--- config.mk ---
export PLATFORM = sky130hd
export DESIGN_NAME = mem_stage
export DESIGN_NICKNAME = d
export VERILOG_FILES = /design/src/rtl/mem_stage.sv
export SDC_FILE = /design/constraint.sdc
export NUM_CORES = 1
export LEC_CHECK = 0
export ABC_AREA = 1
export ABC_CLOCK_PERIOD_IN_PS = 2470
export BUFFER_PORTS_ARGS = -buffer_cell sky130_fd_sc_hd__buf_4
export CAP_MARGIN = 20
export CORE_ASPECT_RATIO = 1.2
export CORE_MARGIN = 8
export CORE_UTILIZATION = 45
export DETAILED_ROUTE_END_ITERATION = 10
export PLACE_DENSITY = 0.74
export SLEW_MARGIN = 10
export SYNTH_ARGS = -nofsm -noshare
export SYNTH_HDL_FRONTEND = slang
export SYNTH_SLANG_ARGS = --single-unit
--- constraint.sdc ---
create_clock -name clk -period 2.47 [get_ports clk]
set_clock_uncertainty 0.2 [all_clocks]
set_input_delay 0.494 -clock clk [delete_from_list [all_inputs] [get_ports clk]]
set_output_delay 0.494 -clock clk [all_outputs]
set_load 0.02 [all_outputs]
--- src/rtl/mem_stage.sv ---
// mem_stage: MEM pipeline stage of an in-order core.
//
// Holds one instruction coming from EX. Loads whose address handshake was
// already accepted by the data SRAM wait here for the response. The load
// result is extracted, then sign- or zero-extended, and passed to WB.
//
// Ports
//   clk, resetn              clock; synchronous active-low reset
//   es_to_ms_valid, es_pc    EX -> MEM handshake and PC
//   es_rf_collect            {we, waddr[4:0], result[31:0]} from EX
//   es_mem_req, es_ld_type   load issued (addr accepted) and load flavour
//   es_vaddr, es_except      access address and {ale,adef,ine,sys,brk,int,ertn}
//   data_sram_data_ok/rdata  load response strobe and data
//   ws_allowin, wb_flush     WB back-pressure and pipeline flush
//   ms_allowin               MEM can accept from EX
//   ms_to_ws_valid, ms_pc    MEM -> WB handshake and PC
//   ms_rf_collect            {we, waddr, wdata} towards the register file
//   ms_to_ws_bus, ms_vaddr   latched exception vector and address
//   ms_ex_flag               valid excepting/ertn instruction in MEM
//   ms_ld_pending            valid load still waiting for its data
module mem_stage (
  input  logic        clk,
  input  logic        resetn,
  input  logic        es_to_ms_valid,
  input  logic [31:0] es_pc,
  input  logic [37:0] es_rf_collect,
  input  logic        es_mem_req,
  input  logic [2:0]  es_ld_type,
  input  logic [31:0] es_vaddr,
  input  logic [6:0]  es_except,
  input  logic        data_sram_data_ok,
  input  logic [31:0] data_sram_rdata,
  input  logic        ws_allowin,
  input  logic        wb_flush,
  output logic        ms_allowin,
  output logic        ms_to_ws_valid,
  output logic [31:0] ms_pc,
  output logic [37:0] ms_rf_collect,
  output logic [6:0]  ms_to_ws_bus,
  output logic [31:0] ms_vaddr,
  output logic        ms_ex_flag,
  output logic        ms_ld_pending
);

  // Response tracking: Wait = outstanding, Hold = buffered because WB stalled,
  // Drop = instruction flushed but its response is still on the way.
  typedef enum logic [1:0] {StIdle, StWait, StHold, StDrop} state_e;

  state_e      state_q;
  logic        ms_valid_q;
  logic [31:0] pc_q;
  logic [37:0] rf_q;
  logic [2:0]  ld_type_q;
  logic [31:0] vaddr_q;
  logic [6:0]  except_q;
  logic        mem_req_q;
  logic [31:0] buf_q;

  logic        ms_has_ex;
  logic        ms_ready_go;
  logic        latch;
  logic        new_load;
  logic [31:0] raw;
  logic [7:0]  ld_byte;
  logic [15:0] ld_half;
  logic [31:0] ld_data;

  assign ms_has_ex = |except_q;

  always_comb begin
    ms_ready_go = 1'b0;
    case (state_q)
      StIdle:  ms_ready_go = 1'b1;
      StWait:  ms_ready_go = data_sram_data_ok;
      StHold:  ms_ready_go = 1'b1;
      default: ms_ready_go = 1'b0;
    endcase
  end

  assign ms_allowin     = (~ms_valid_q | (ms_ready_go & ws_allowin)) & (state_q != StDrop);
  assign ms_to_ws_valid = ms_valid_q & ms_ready_go & ~wb_flush;

  assign latch    = es_to_ms_valid & ms_allowin;
  // Excepting loads never had a request issued, so nothing to wait for.
  assign new_load = latch & es_mem_req & ~(|es_except);

  always_ff @(posedge clk) begin
    if (!resetn) begin
      state_q    <= StIdle;
      ms_valid_q <= 1'b0;
      pc_q       <= '0;
      rf_q       <= '0;
      ld_type_q  <= '0;
      vaddr_q    <= '0;
      except_q   <= '0;
      mem_req_q  <= 1'b0;
      buf_q      <= '0;
    end else begin
      if (wb_flush) begin
        ms_valid_q <= 1'b0;
      end else if (ms_allowin) begin
        ms_valid_q <= es_to_ms_valid;
      end

      if (latch) begin
        pc_q      <= es_pc;
        rf_q      <= es_rf_collect;
        ld_type_q <= es_ld_type;
        vaddr_q   <= es_vaddr;
        except_q  <= es_except;
        mem_req_q <= es_mem_req;
      end

      case (state_q)
        StIdle: begin
          if (!wb_flush && new_load) state_q <= StWait;
        end
        StWait: begin
          if (wb_flush) begin
            // A response arriving with the flush is simply discarded.
            state_q <= data_sram_data_ok ? StIdle : StDrop;
          end else if (data_sram_data_ok) begin
            if (ws_allowin) begin
              state_q <= new_load ? StWait : StIdle;
            end else begin
              buf_q   <= data_sram_rdata;
              state_q <= StHold;
            end
          end
        end
        StHold: begin
          if (wb_flush) begin
            state_q <= StIdle;
          end else if (ws_allowin) begin
            state_q <= new_load ? StWait : StIdle;
          end
        end
        StDrop: begin
          if (data_sram_data_ok) state_q <= StIdle;
        end
        default: state_q <= StIdle;
      endcase
    end
  end

  assign raw     = (state_q == StHold) ? buf_q : data_sram_rdata;
  assign ld_half = vaddr_q[1] ? raw[31:16] : raw[15:0];

  always_comb begin
    ld_byte = raw[7:0];
    case (vaddr_q[1:0])
      2'd0:    ld_byte = raw[7:0];
      2'd1:    ld_byte = raw[15:8];
      2'd2:    ld_byte = raw[23:16];
      default: ld_byte = raw[31:24];
    endcase
  end

  always_comb begin
    ld_data = raw;
    case (ld_type_q)
      3'b001:  ld_data = {{24{ld_byte[7]}}, ld_byte};
      3'b010:  ld_data = {24'b0, ld_byte};
      3'b011:  ld_data = {{16{ld_half[15]}}, ld_half};
      3'b100:  ld_data = {16'b0, ld_half};
      default: ld_data = raw;
    endcase
  end

  assign ms_rf_collect = {rf_q[37] & ms_valid_q & ~ms_has_ex,
                          rf_q[36:32],
                          mem_req_q ? ld_data : rf_q[31:0]};
  assign ms_pc         = pc_q;
  assign ms_vaddr      = vaddr_q;
  assign ms_to_ws_bus  = except_q;
  assign ms_ex_flag    = ms_valid_q & ms_has_ex;
  assign ms_ld_pending = ms_valid_q & mem_req_q & ~ms_has_ex & (state_q == StWait) &
                         ~data_sram_data_ok;

endmodule

Yosys cells after proc, flatten, opt, wreduce, memory -nomap -nowiden

Cells that the tools add are included.

Equality and inequality tests: 14
Bitwise logic cells: 22
Reductions and logical operators: 10
Multiplexer cells: 16

Operator list:

| operator                                            | number |
|---|---|
| case mux 32 bit (4 select lines)                    | 1 |
| two-way mux 32 bit                                  | 2 |
| case mux 8 bit (3 select lines)                     | 1 |
| two-way mux 16 bit                                  | 1 |
| two-way mux 2 bit                                   | 8 |
| bitwise AND 1 bit                                   | 14 |
| OR reduction 7 bit                                  | 2 |
| case mux 2 bit (4 select lines)                     | 1 |
| AND reduction 4 bit                                 | 2 |
| inverter 1 bit                                      | 7 |
| equality test 2 bit, second input constant          | 3 |
| equality test 3 x 2 -> 1 bit, second input constant | 2 |
| != test 2 bit, second input constant                | 3 |
| != test 3 bit, second input constant                | 2 |
| equality test 2 x 1 -> 1 bit, second input constant | 2 |
| zero test 2 bit                                     | 2 |
| OR reduction 2 bit                                  | 2 |
| equality test 3 x 1 -> 1 bit, second input constant | 1 |
| equality test 3 bit, second input constant          | 1 |
| case mux 1 bit (2 select lines)                     | 1 |
| logical AND 1 bit                                   | 1 |
| zero test 1 bit                                     | 1 |
| two-way mux 1 bit                                   | 1 |
| OR 1 bit                                            | 1 |

Word-level logic and storage cells: 71
Flip-flop bits (word level): 148
Output and inout bits: 113

Logic depth before layout (Yosys ltp)

Gate-level depths: netlist of run 1.

Word-level depth: 14
Mapped depth: 13
Gate-level depth less buffers: 12

Least setup slack after synthesis of run 1

Ideal clock, no wire load.

Kind: register to output
Start point: reg vaddr_q[0], in the netlist ms_vaddr[0]
End point: out ms_rf_collect[12]
Data required time: 1776 ps
Buffers on the path: 2
Arrival: 1696 ps
Slack: 80 ps
Stages on the path, launching flop included: 10
Cell sequence: dfxtp_1 buf_2 inv_1 nor2_2 inv_1 o22ai_1 a21oi_2 nand2_2 buf_6 a22oi_1

Longest elaborated chain between the ends: 4
Elaborated cells between the ends (all ways): 6

RTL lines:

| what                                        | line | source |
|---|---|---|
| start, declared                             | 54   | `logic [31:0] vaddr_q;` |
| start signal, assigned                      | 109  | `vaddr_q <= es_vaddr;` |
| equality test 2 bit (tied with other cells) | 151  | `case (vaddr_q[1:0])` |
| case mux 8 bit (3 select lines) *           | 151  |  |
| case mux 32 bit (4 select lines) *          | 161  | `case (ld_type_q)` |
| two-way mux 32 bit *                        | 172  | `mem_req_q ? ld_data : rf_q[31:0]};` |
| end, declared                               | 38   | `output logic [37:0] ms_rf_collect,` |

Every way passes the cells marked *; elsewhere a longest branch is shown, timed or not.

Final worst setup path of run 1

Start point: reg state_q[0]
End point: out ms_rf_collect[20]

Longest elaborated chain between the ends: 5
Elaborated cells between the ends (all ways): 6

RTL lines:

| what                                                                  | line     | source |
|---|---|---|
| start, declared                                                       | 49       | `state_e state_q;` |
| start signal, assigned                                                | 89       | `state_q <= StIdle;` |
| start signal, assigned                                                | 116      | `if (!wb_flush && new_load) state_q <= StWait;` |
| start signal, assigned                                                | 121      | `state_q <= data_sram_data_ok ? StIdle : StDrop;` |
| equality test 2 bit *                                                 | 146      | `assign raw = (state_q == StHold) ? buf_q : data_sram_rdata;` |
| two-way mux 32 bit *                                                  | 146      |  |
| case mux 8 bit (3 select lines) or two-way mux 16 bit (tied branches) | 151, 147 |  |
| case mux 32 bit (4 select lines) *                                    | 161      |  |
| two-way mux 32 bit *                                                  | 172      |  |

Marked as above.

==> results.md, run 1 <==
* Result of the run: finished with violations
* Failing checks: setup timing
* Slew @ Worst Pin at 0.5401 ns
* Number of global-route vias before repair at 7653
* Cell leakage power at 4.754 nW
* Cell area after synthesis at 0.006890 mm²
* Worst Slack Setup Final at -0.4219 ns
* Distinct cells, synth at 33
* Height of the die at 151.6 µm
* Launching element of the worst setup path: state_q[0]
* CTS Hold Buffers Added at 0
* Average routed wire per standard cell at 18.44 µm
* Total power at 8.170 mW
* Max-capacitance violation count at 0
* Power per unit of standard cell area at 781.7 mW/mm²
* Nets at 1418
* Dominant cell by count in the synthesized netlist: sky130_fd_sc_hd__nand2_1
* Maximum buffer depth of the clock tree at 2
* Initial core utilization at 46.06%
* Clock edge transition at the registers on the reported setup and hold paths at 0.06 ns
* Slew HR at 63.99%
* Number of buffers added on ports at 263
* Total Neg Setup Slack at -11.26 ns
* Setup violations, final at 33
* Unrepaired setup endpoints after global routing: yes
* Gate count of the mapped netlist at 1000
* Sequential cell area fraction in the yosys report at 43.00%
* H-tree depth at 4
* Wirelength, routed at 27360 µm
* Hold path startpoint: wb_flush
* Hold Path Depth at 2
* Global-route wire length before repair at 40500 µm
* Cell type with the highest aggregate area in the netlist: sky130_fd_sc_hd__dfxtp_1
* Largest net degree at the start of global routing at 105
* Total CTS buffers at 17
* Initial antenna violation count at 0
* Fraction of layout instances using a drive strength above 1 at 34.61%
* Most used standard cells in the synthesized netlist: 177 x sky130_fd_sc_hd__nand2_1, 167 x sky130_fd_sc_hd__a21oi_1, 148 x sky130_fd_sc_hd__dfxtp_1
* Highest fanout seen on the critical path at 11
* Startpoint of the most critical register-to-register path: state_q[0]
* R2R setup slack at 0.23 ns
* Standard cell core area at 0.01496 mm²
* TritonCTS sink count at 148
* Highest attainable clock frequency at 345.8 MHz
* Synth warn at 0
* Layout area overhead at 51.68%
* Crit Path Class: reg2out
* Post-synth ARST share at 0%
* Fillers at 1285
* End-of-flow core utilization at 69.86%
* Yosys reg bits at 148
* Count of cells along the worst register-to-register path at 9
* I/O pin count at 264
* Most instantiated flip-flop cell in the synthesis netlist: sky130_fd_sc_hd__dfxtp_1
* Cell row count at 49
* Initial drt markers at 797
* Worst setup EP type: output port
* Number of diodes at 0
* Max-slew violation total from the final report at 0
* Via density per instance at 5.417
* Worst hold slack across all endpoints at 0.08413 ns
* Root Buffer Master: sky130_fd_sc_hd__clkbuf_16
* Grt total ovfl at 0
* Antenna Nets Post-Route at 0
* Worst hold path type: in2reg
* Launching element type of the critical path: register
* Horizontal die dimension at 129.0 µm
* Cell total after placement at 1439
* Count of flip-flops with a built-in enable after synthesis at 0
* Arr. time, crit path at 2.20 ns
* GR Util All Layers at 26.32%
* Share of the synthesized area in the top cell type at 43.00%
* Synthesized area per cell at 6.890 µm²
* First-pass iteration count of the detailed router at 7
* Clock latency at the later pin of the worst-skew pair at 0.42 ns
* Post-synth net total at 1151
* Final weighted congestion in routability-driven placement at 0.9467
* Shortest clock period the worst path allows after layout at 2.892 ns
* Maximum vdd ir drop at 0.4554 mV
* Post-DP HPWL at 19150 µm
* End of the worst register-to-register path: ms_vaddr[1]
* Total vias in the final route at 8039
* Final worst path period share at 117.1%
* Synth top area cells: sky130_fd_sc_hd__dfxtp_1 43%, sky130_fd_sc_hd__a21oi_1 12%, sky130_fd_sc_hd__nand2_1 9.6%
* Data required, critical path at 1.78 ns
* Post-detailed-route DRC marker count at 0
* Hold Path Sink: ms_valid_q
* Final std cells w/o fill at 1484
* Die Outline Area at 0.01954 mm²
* Fin. Hold Viols at 0
* CTS tree: done
## what timing repair did
| action | 4_1_cts | 5_1_grt |
|---|---|---|
| buffers inserted | 4 | 5 |
| pin swaps | 5 | 9 |
| gates resized for setup | 54 | 84 |
| gates cloned | 0 | 4 |
| endpoints found under the setup margin | 32 | 32 |
## critical path, cell delays in order, from the launching register on
cell and delay (ns):
sky130_fd_sc_hd__dfxtp_2 0.34, sky130_fd_sc_hd__inv_2 0.05, sky130_fd_sc_hd__nand2_4 0.11, sky130_fd_sc_hd__clkbuf_16 0.18
sky130_fd_sc_hd__nand2_2 0.08, sky130_fd_sc_hd__nand2_2 0.11, sky130_fd_sc_hd__o22ai_4 0.08, sky130_fd_sc_hd__a21oi_4 0.15
sky130_fd_sc_hd__nand2_4 0.11, sky130_fd_sc_hd__clkbuf_16 0.19, sky130_fd_sc_hd__nand3_1 0.07, sky130_fd_sc_hd__o21ai_0 0.09
sky130_fd_sc_hd__inv_1 0.09, sky130_fd_sc_hd__buf_6 0.11
## per-stage QoR
| step | setup WS (ns) | area [µm²] |
|---|---|---|
| 3_3_place_gp | 0.008351 | 9249 |
| 4_1_cts | -0.3768 | 10020 |
| 6_report | -0.4219 | 10450 |
| 5_1_grt | -0.4836 | 10450 |
| 3_5_place_dp | -0.03789 | 9249 |
| 2_1_floorplan | 0.08043 | 6890 |
## flip-flops by register name, summed over array words and instances, names as in the netlist
signal	cells
ld_type_q	3
ms_valid_q	1
ms_to_ws_bus	7
ms_pc	32
state_q	2
mem_req_q	1
rf_q	38
buf_q	32
ms_vaddr	32
## placed cells by master, fill, tap and decap left out, types with 2 or more instances in the layout
master                       instances
sky130_fd_sc_hd__a21oi_1           162
sky130_fd_sc_hd__a21oi_2             5
sky130_fd_sc_hd__a22oi_2             2
sky130_fd_sc_hd__a31oi_1             7
sky130_fd_sc_hd__a31oi_2             3
sky130_fd_sc_hd__a31oi_4             2
sky130_fd_sc_hd__buf_12              8
sky130_fd_sc_hd__buf_4             296
sky130_fd_sc_hd__buf_6              23
sky130_fd_sc_hd__bufinv_16           2
sky130_fd_sc_hd__clkbuf_1            2
sky130_fd_sc_hd__clkbuf_16          21
sky130_fd_sc_hd__clkbuf_8            4
sky130_fd_sc_hd__clkinvlp_4          4
sky130_fd_sc_hd__dfxtp_1           141
sky130_fd_sc_hd__dfxtp_2             7
sky130_fd_sc_hd__inv_1              66
sky130_fd_sc_hd__inv_2               5
sky130_fd_sc_hd__inv_6               3
sky130_fd_sc_hd__nand2_1           163
sky130_fd_sc_hd__nand2_2            12
sky130_fd_sc_hd__nand2_4             7
sky130_fd_sc_hd__nand3_1           125
sky130_fd_sc_hd__nand3_2             7
sky130_fd_sc_hd__nand4_1             2
sky130_fd_sc_hd__nor2_1             66
sky130_fd_sc_hd__nor2_2              2
sky130_fd_sc_hd__nor2_4              2
sky130_fd_sc_hd__nor3_1              6
sky130_fd_sc_hd__o211ai_1            2
sky130_fd_sc_hd__o21ai_0            58
sky130_fd_sc_hd__o21ai_1            26
sky130_fd_sc_hd__o21ai_2            16
sky130_fd_sc_hd__o21ai_4             2
sky130_fd_sc_hd__o22ai_1             3
## per-layer routing
layer	vias up	wire [µm]	part of all wire, %	track usage, %
met5	-	0	0	0
met4	0	899	3.3	10.18
met3	58	2942	11	10.50
met2	369	13170	48	43.64
met1	3729	10340	38	29.78
li1	3883	-	-	-
## cells by family (layout without fill, tap and decap cells)
family,count (synthesis),in the layout,share of synthesized area (%)
AO/OA/AOI/OAI,296,296,22.21
flip-flops,148,148,43.00
multiplexers,1,1,0.1453
buffers and inverters,156,436,9.842
AND/OR/NAND/NOR,399,399,24.80
## worst max-delay path by stage
stage                        endpoint  slack (ns)  depth (start not counted)
floorplan           ms_rf_collect[12]        0.08                          9
global placement     ms_rf_collect[5]       0.008                          9
detailed placement  ms_rf_collect[13]       -0.04                         12
CTS                 ms_rf_collect[13]       -0.38                         13
global route        ms_rf_collect[20]       -0.48                         14
finish              ms_rf_collect[20]       -0.42                         13
## where the power goes
part	internal (mW)	total [mW]	switching [mW]	leakage, nW
clock network	1.61	2.65	1.05	0.283
registers	2.58	2.68	0.108	1.22
logic	1.22	2.83	1.61	3.25
total	5.40	8.17	2.77	4.75
## final cells by class
type / count / area, µm² / area share [%]
well taps: 204 / 255.2 / 2.442
multi-input cells: 696 / 3591 / 34.36
clock inverters: 9 / 116.4 / 1.113
inverters: 73 / 287.8 / 2.753
repair buffers: 331 / 2741 / 26.23
clock buffers: 23 / 488.0 / 4.669
flip-flops and latches: 148 / 2972 / 28.43
Power figures use the tool's default switching activity.
==> run 2: changes to the inputs <==
--- a/config.mk
+++ b/config.mk
@@ -7,13 +7,13 @@
 export LEC_CHECK = 0
 export ABC_AREA = 1
 export ABC_CLOCK_PERIOD_IN_PS = 2470
-export BUFFER_PORTS_ARGS = -buffer_cell sky130_fd_sc_hd__buf_4
+export BUFFER_PORTS_ARGS = -buffer_cell sky130_fd_sc_hd__buf_2
 export CAP_MARGIN = 20
 export CORE_ASPECT_RATIO = 1.2
 export CORE_MARGIN = 8
-export CORE_UTILIZATION = 45
+export CORE_UTILIZATION = 40
 export DETAILED_ROUTE_END_ITERATION = 10
-export PLACE_DENSITY = 0.74
+export PLACE_DENSITY = 0.67
 export SLEW_MARGIN = 10
 export SYNTH_ARGS = -nofsm -noshare
 export SYNTH_HDL_FRONTEND = slang
==> run 2 against run 1 <==
Compared with the run above:
- the flow still finishes with violations (setup timing)
- register-to-register slack gained 0.25 ns
- critical path depth grew 1
- design area decreased by 3.8%
- total power is 2.0% lower
- clock power down 4%
- cell count increased by 1.3%
- sequential cell count did not move
- die area up 11%
- first-iteration DRC count fell by 16%
- worst setup slack lost 0.041 ns
- non-clock buffer count is 5 higher
- critical endpoint is now ms_rf_collect[18]
- largest power group unchanged
==> results.md, run 2 (synthesized netlist as in run 1, its figures left out) <==
* Result of the run: finished with violations
* Failing checks: setup timing
* Count of cells along the worst register-to-register path at 7
* Cell leakage power at 4.690 nW
* Fraction of layout instances using a drive strength above 1 at 34.63%
* Hold path startpoint: data_sram_rdata[29]
* Highest fanout seen on the critical path at 7
* First-pass iteration count of the detailed router at 7
* Via density per instance at 5.341
* Total CTS buffers at 17
* Total Neg Setup Slack at -12.57 ns
* Average routed wire per standard cell at 18.31 µm
* Fin. Hold Viols at 0
* Startpoint of the most critical register-to-register path: state_q[0]
* Layout area overhead at 45.85%
* GR Util All Layers at 23.28%
* Register Area at 0.002967 mm²
* Initial core utilization at 40.89%
* Slowest cell on crit path: sky130_fd_sc_hd__dfxtp_2
* Number of global-route vias before repair at 7596
* Slowest stage delay, CP at 0.32 ns
* Portion of total power attributed to combinational logic at 34.8%
* Multi-input gate area at 0.003692 mm²
* Global-route wire length before repair at 40410 µm
* Net switching power at 2.882 mW
* End of the worst register-to-register path: ms_vaddr[26]
* Hold Path Depth at 3
* Cell row count at 52
* Grt total ovfl at 0
* Most frequent cells in the layout: 230 x sky130_fd_sc_hd__buf_2, 159 x sky130_fd_sc_hd__a21oi_1, 157 x sky130_fd_sc_hd__nand2_1
* Total vias in the final route at 8027
* Root Buffer Master: sky130_fd_sc_hd__clkbuf_16
* Horizontal die dimension at 135.8 µm
* Cells traversed along the worst timing path: inv_2, nand2_4, buf_12, inv_8, nand2_4, nand2_4, o22ai_4, a21oi_4, nand2_4, clkbuf_16, nand3_1, o21ai_0, inv_1, buf_6
* Worst-case setup slack after placement at -0.02984 ns
* Post-detailed-route DRC marker count at 0
* Arr. time, crit path at 2.24 ns
* Most frequent standard cell in the layout excluding fill and tap cells: sky130_fd_sc_hd__buf_2
* Maximum vdd ir drop at 0.4594 mV
* Register bank with the most flops: rf_q
* Worst Slack Setup Final at -0.4627 ns
* Slew @ Worst Pin at 0.4016 ns
* Internal power component at 5.124 mW
* Sum of buffers and inverters on the critical path at 6
* Hold Path Sink: buf_q[29]
* Antenna Nets Post-Route at 0
* Clock edge transition at the registers on the reported setup and hold paths at 0.06 ns
* H-tree depth at 4
* Power per unit of standard cell area at 796.7 mW/mm²
* Initial drt markers at 671
* Nets at 1423
* Final weighted congestion in routability-driven placement at 0.9945
* TritonCTS sink count at 148
* Worst hold path type: in2reg
* Wire length on met1 at 10430 µm
* Kind of cell adding the most delay to the critical path: buffers and inverters
* CTS Hold Buffers Added at 0
* Register share of total power at 33.4%
* Unrepaired setup endpoints after global routing: yes
* Highest attainable clock frequency at 341.0 MHz
* Post-DP HPWL at 19620 µm
* Shortest clock period the worst path allows after layout at 2.933 ns
* Max-capacitance violation count at 0
* Max layer used: met5
* Crit Path Class: reg2out
* Slew HR at 73.23%
* Standard cell core area at 0.01685 mm²
* Final worst path period share at 118.7%
* Data required, critical path at 1.78 ns
* Worst hold slack across all endpoints at 0.1322 ns
* Detailed route wirelength on metal2 at 12970 µm
* Number of buffers added on ports at 263
* Wirelength, routed at 27520 µm
* Largest net degree at the start of global routing at 65
* Cell total after placement at 1463
* Largest register FFs at 38
* Max-slew violation total from the final report at 0
* Clock latency at the later pin of the worst-skew pair at 0.42 ns
* Fillers at 1582
* Setup violations, final at 32
* I/O pin count at 264
* Maximum buffer depth of the clock tree at 2
* Die Outline Area at 0.02170 mm²
* Detailed route wirelength on metal3 at 2948 µm
* Portion of total power attributed to the clock network at 31.7%
* Dominant cell type by count on the critical path: sky130_fd_sc_hd__nand2_4
* Initial antenna violation count at 10
* R2R setup slack at 0.48 ns
* CTS tree: done
* Worst setup EP type: output port
* Height of the die at 159.8 µm
* Final std cells w/o fill at 1503
* Switching part of the total at 36.00%
* Launching element type of the critical path: register
## run 2: cell types whose count changed in the layout (fill, tap and decap cells not counted), sizes merged
cell / delta
clkbuf: -4
diode: +2
inv: +7
buf: +4
bufinv: -1
clkinv: -1
## run 2: worst max path at each step
stage | startpoint | cells past startpoint | end | slack, ns
after global routing | state_q[0] | 14 | ms_rf_collect[18] | -0.55
after global placement | state_q[0] | 12 | ms_rf_collect[15] | -0.008
after CTS | state_q[0] | 13 | ms_rf_collect[25] | -0.37
after detailed placement | state_q[0] | 12 | ms_rf_collect[15] | -0.03
final | state_q[0] | 14 | ms_rf_collect[18] | -0.46
after floorplan | ms_vaddr[0] | 9 | ms_rf_collect[12] | 0.08
## run 2: what timing repair did
action                                  in CTS  in global routing
resized for setup                           63                120
endpoints found under the setup margin      32                 34
pin swaps                                    4                 21
setup buffers                                0                  3
cloned                                       0                  6
## run 2: cell type report
| cell class | instances | area share (%) |
|---|---|---|
| inverters | 73 | 2.801 |
| repair buffers | 336 | 22.52 |
| clock buffers | 18 | 4.270 |
| flip-flops and latches | 148 | 29.52 |
| diodes | 2 | 0.04980 |
| clock inverters | 14 | 1.407 |
| well taps | 216 | 2.689 |
| multi-input cells | 696 | 36.74 |
## run 2: per-stage QoR
step	util [%]	instance area, µm²	power, mW
final	59.64	10050	8.006
after global routing	59.64	10050	8.352
after CTS	56.09	9452	7.607
after detailed placement	51.69	8710	4.957
after global placement	51.69	8710	4.940
after floorplan	-	6890	4.013
## run 2: tightest hold or removal path, stage by stage
cell and delay, ns:
sky130_fd_sc_hd__buf_2 0.08, sky130_fd_sc_hd__inv_1 0.04, sky130_fd_sc_hd__a21oi_1 0.10
## run 2: power groups by stage
stage	registers, mW	logic [mW]	clock network (mW)
6_report	2.68	2.79	2.54
5_1_grt	2.70	2.99	2.67
4_1_cts	2.67	2.35	2.59
3_5_place_dp	2.71	2.24	0
3_3_place_gp	2.71	2.23	0
2_1_floorplan	2.81	1.20	0
## run 2: routing by layer
metal | GRT usage (%) | up-vias
met5 | 0 | -
met4 | 10.07 | 16
li1 | - | 3904
met3 | 10.26 | 83
met1 | 25.93 | 3642
met2 | 37.49 | 382
==> run 3: changes to the inputs <==
--- a/config.mk
+++ b/config.mk
@@ -6,7 +6,7 @@
 export NUM_CORES = 1
 export LEC_CHECK = 0
 export ABC_AREA = 1
-export ABC_CLOCK_PERIOD_IN_PS = 2470
+export ABC_CLOCK_PERIOD_IN_PS = 3450
 export BUFFER_PORTS_ARGS = -buffer_cell sky130_fd_sc_hd__buf_2
 export CAP_MARGIN = 20
 export CORE_ASPECT_RATIO = 1.2
==> constraint.sdc (replaced) <==
create_clock -name clk -period 3.45 [get_ports clk]
set_clock_uncertainty 0.2 [all_clocks]
set_input_delay 0.69 -clock clk [delete_from_list [all_inputs] [get_ports clk]]
set_output_delay 0.69 -clock clk [all_outputs]
set_load 0.02 [all_outputs]
==> run 3 against run 2 <==
Compared with the run above:
- worst setup slack gained 0.66 ns
- the flow now finishes without violations
- combinational power decreased by 49%
- routed wire length is 7.2% lower
- utilization decreased by 6.9 points
- cell count decreased by 3.8%
- sequential share of layout area up 3.8 points
- clock power is 26% lower
- hold slack improved by 0.12 ns
==> results.md, run 3 (synthesized netlist as in run 1, its figures left out) <==
* Largest register FFs at 38
* Maximum buffer depth of the clock tree at 2
* Wirelength, routed at 25550 µm
* Grt total ovfl at 0
* Unrepaired setup endpoints after global routing: no
* Initial antenna violation count at 10
* Most frequent cells in the layout: 262 x sky130_fd_sc_hd__buf_2, 176 x sky130_fd_sc_hd__nand2_1, 167 x sky130_fd_sc_hd__a21oi_1
* Fraction of layout instances using a drive strength above 1 at 26.69%
* Register Area at 0.002963 mm²
* Worst hold path type: reg2reg
* Maximum vdd ir drop at 0.3448 mV
* Data required, critical path at 2.56 ns
* Power per unit of standard cell area at 585.7 mW/mm²
* Shortest clock period the worst path allows after layout at 3.254 ns
* Average routed wire per standard cell at 17.67 µm
* Buffers inserted by post-CTS timing repair at 0
* Total Neg Setup Slack at 0 ns
* Number of global-route vias before repair at 7395
* CTS resizes at 0
* Highest fanout seen on the critical path at 52
* Portion of total power attributed to the clock network at 36.1%
* Layout area overhead at 29.00%
* Standard cell core area at 0.01685 mm²
* Initial drt markers at 690
* CTS Hold Buffers Added at 0
* Most frequent standard cell in the layout excluding fill and tap cells: sky130_fd_sc_hd__buf_2
* Post-detailed-route DRC marker count at 0
* Root Buffer Master: sky130_fd_sc_hd__clkbuf_16
* Antenna Nets Post-Route at 0
* Cell total after placement at 1413
* Global-route wire length before repair at 39620 µm
* Switching part of the total at 34.98%
* Setup violations, final at 0
* Total vias in the final route at 7672
* Die Outline Area at 0.02170 mm²
* Slew HR at 42.31%
* Fillers at 1667
* Cell area after layout at 0.008889 mm²
* Arr. time, crit path at 2.36 ns
* Horizontal die dimension at 135.8 µm
* Crit Path Class: reg2out
* Max-slew violation total from the final report at 0
* GR Util All Layers at 22.89%
* Slew @ Worst Pin at 0.8653 ns
* Post-DP HPWL at 19000 µm
* TritonCTS sink count at 148
* Clock latency at the later pin of the worst-skew pair at 0.42 ns
* Register share of total power at 36.8%
* Multi-input gate area at 0.003301 mm²
* Worst setup EP type: output port
* Cell row count at 52
* Final std cells w/o fill at 1446
* Clock edge transition at the registers on the reported setup and hold paths at 0.06 ns
* Nets at 1368
* Via density per instance at 5.306
* Height of the die at 159.8 µm
* Fin. Hold Viols at 0
* Final worst path period share at 94.32%
* First-pass iteration count of the detailed router at 6
* Number of buffers added on ports at 263
* Initial core utilization at 40.89%
* Final weighted congestion in routability-driven placement at 0.9198
* I/O pin count at 264
* Register bank with the most flops: rf_q
* Result of the run: finished, final reports clean
* Portion of total power attributed to combinational logic at 27.2%
* Launching element type of the critical path: register
* Highest attainable clock frequency at 307.3 MHz
* Largest net degree at the start of global routing at 89
* Net switching power at 1.821 mW
* CTS tree: done
* Total CTS buffers at 17
* Cell leakage power at 4.207 nW
* H-tree depth at 4
* Post-detailed-placement cell area at 0.008259 mm²
* Max-capacitance violation count at 0
* Internal power component at 3.385 mW
[run 3: power by group through the flow]
stage	combinational, mW	clock (mW)	sequential, mW
global placement	1.39	0	1.94
detailed placement	1.39	0	1.95
floorplan	0.859	0	2.01
CTS	1.39	1.91	1.91
finish	1.42	1.88	1.91
global route	1.55	1.98	1.93
[run 3: critical path, stage by stage (launching register included)]
cell and delay (ns):
sky130_fd_sc_hd__dfxtp_1 0.43, sky130_fd_sc_hd__nand2_4 0.11, sky130_fd_sc_hd__buf_12 0.18, sky130_fd_sc_hd__o21ai_0 0.40
sky130_fd_sc_hd__o21ai_0 0.18, sky130_fd_sc_hd__nor2_1 0.11, sky130_fd_sc_hd__o21ai_0 0.08, sky130_fd_sc_hd__a21oi_1 0.22
sky130_fd_sc_hd__buf_2 0.20
[run 3: final timing paths]
| path | endpoint | cells past startpoint | slack, ns | from |
|---|---|---|---|---|
| hold / removal | buf_q[13] | 2 | 0.25 | buf_q[13] |
| hold reg to reg | buf_q[13] | 2 | 0.25 | buf_q[13] |
| setup / recovery | ms_rf_collect[3] | 8 | 0.20 | state_q[1] |
| setup reg to reg | ms_vaddr[4] | 6 | 1.18 | state_q[0] |
[run 3: per-stage QoR]
step / hold WS [ns] / total power, mW / setup WS [ns] / util [%]
4_1_cts: 0.2535 / 5.215 / 0.05483 / 52.54
6_report: 0.2510 / 5.206 / 0.1961 / 52.75
5_1_grt: 0.2723 / 5.467 / 0.02719 / 52.75
3_3_place_gp: 0.2402 / 3.330 / 0.4875 / 49.01
3_5_place_dp: 0.2415 / 3.333 / 0.4830 / 49.01
2_1_floorplan: 0.2245 / 2.873 / 0.8357 / -
[run 3: area by class of cell]
cell class | instances | area share [%]
Inverter | 73 | 3.083
Multi-Input combinational cell | 697 | 37.13
Antenna cell | 1 | 0.02815
Clock inverter | 14 | 1.900
Sequential cell | 148 | 33.33
Tap cell | 216 | 3.041
Timing Repair Buffer | 280 | 16.69
Clock buffer | 17 | 4.786
[run 3: layer usage]
| layer | track usage (%) | routed length [µm] | up-vias |
|---|---|---|---|
| li1 | - | - | 3782 |
| met1 | 25.79 | 9883 | 3452 |
| met2 | 36.77 | 12100 | 349 |
| met3 | 10.08 | 2641 | 71 |
| met4 | 9.307 | 817 | 18 |
| met5 | 0 | 107 | - |
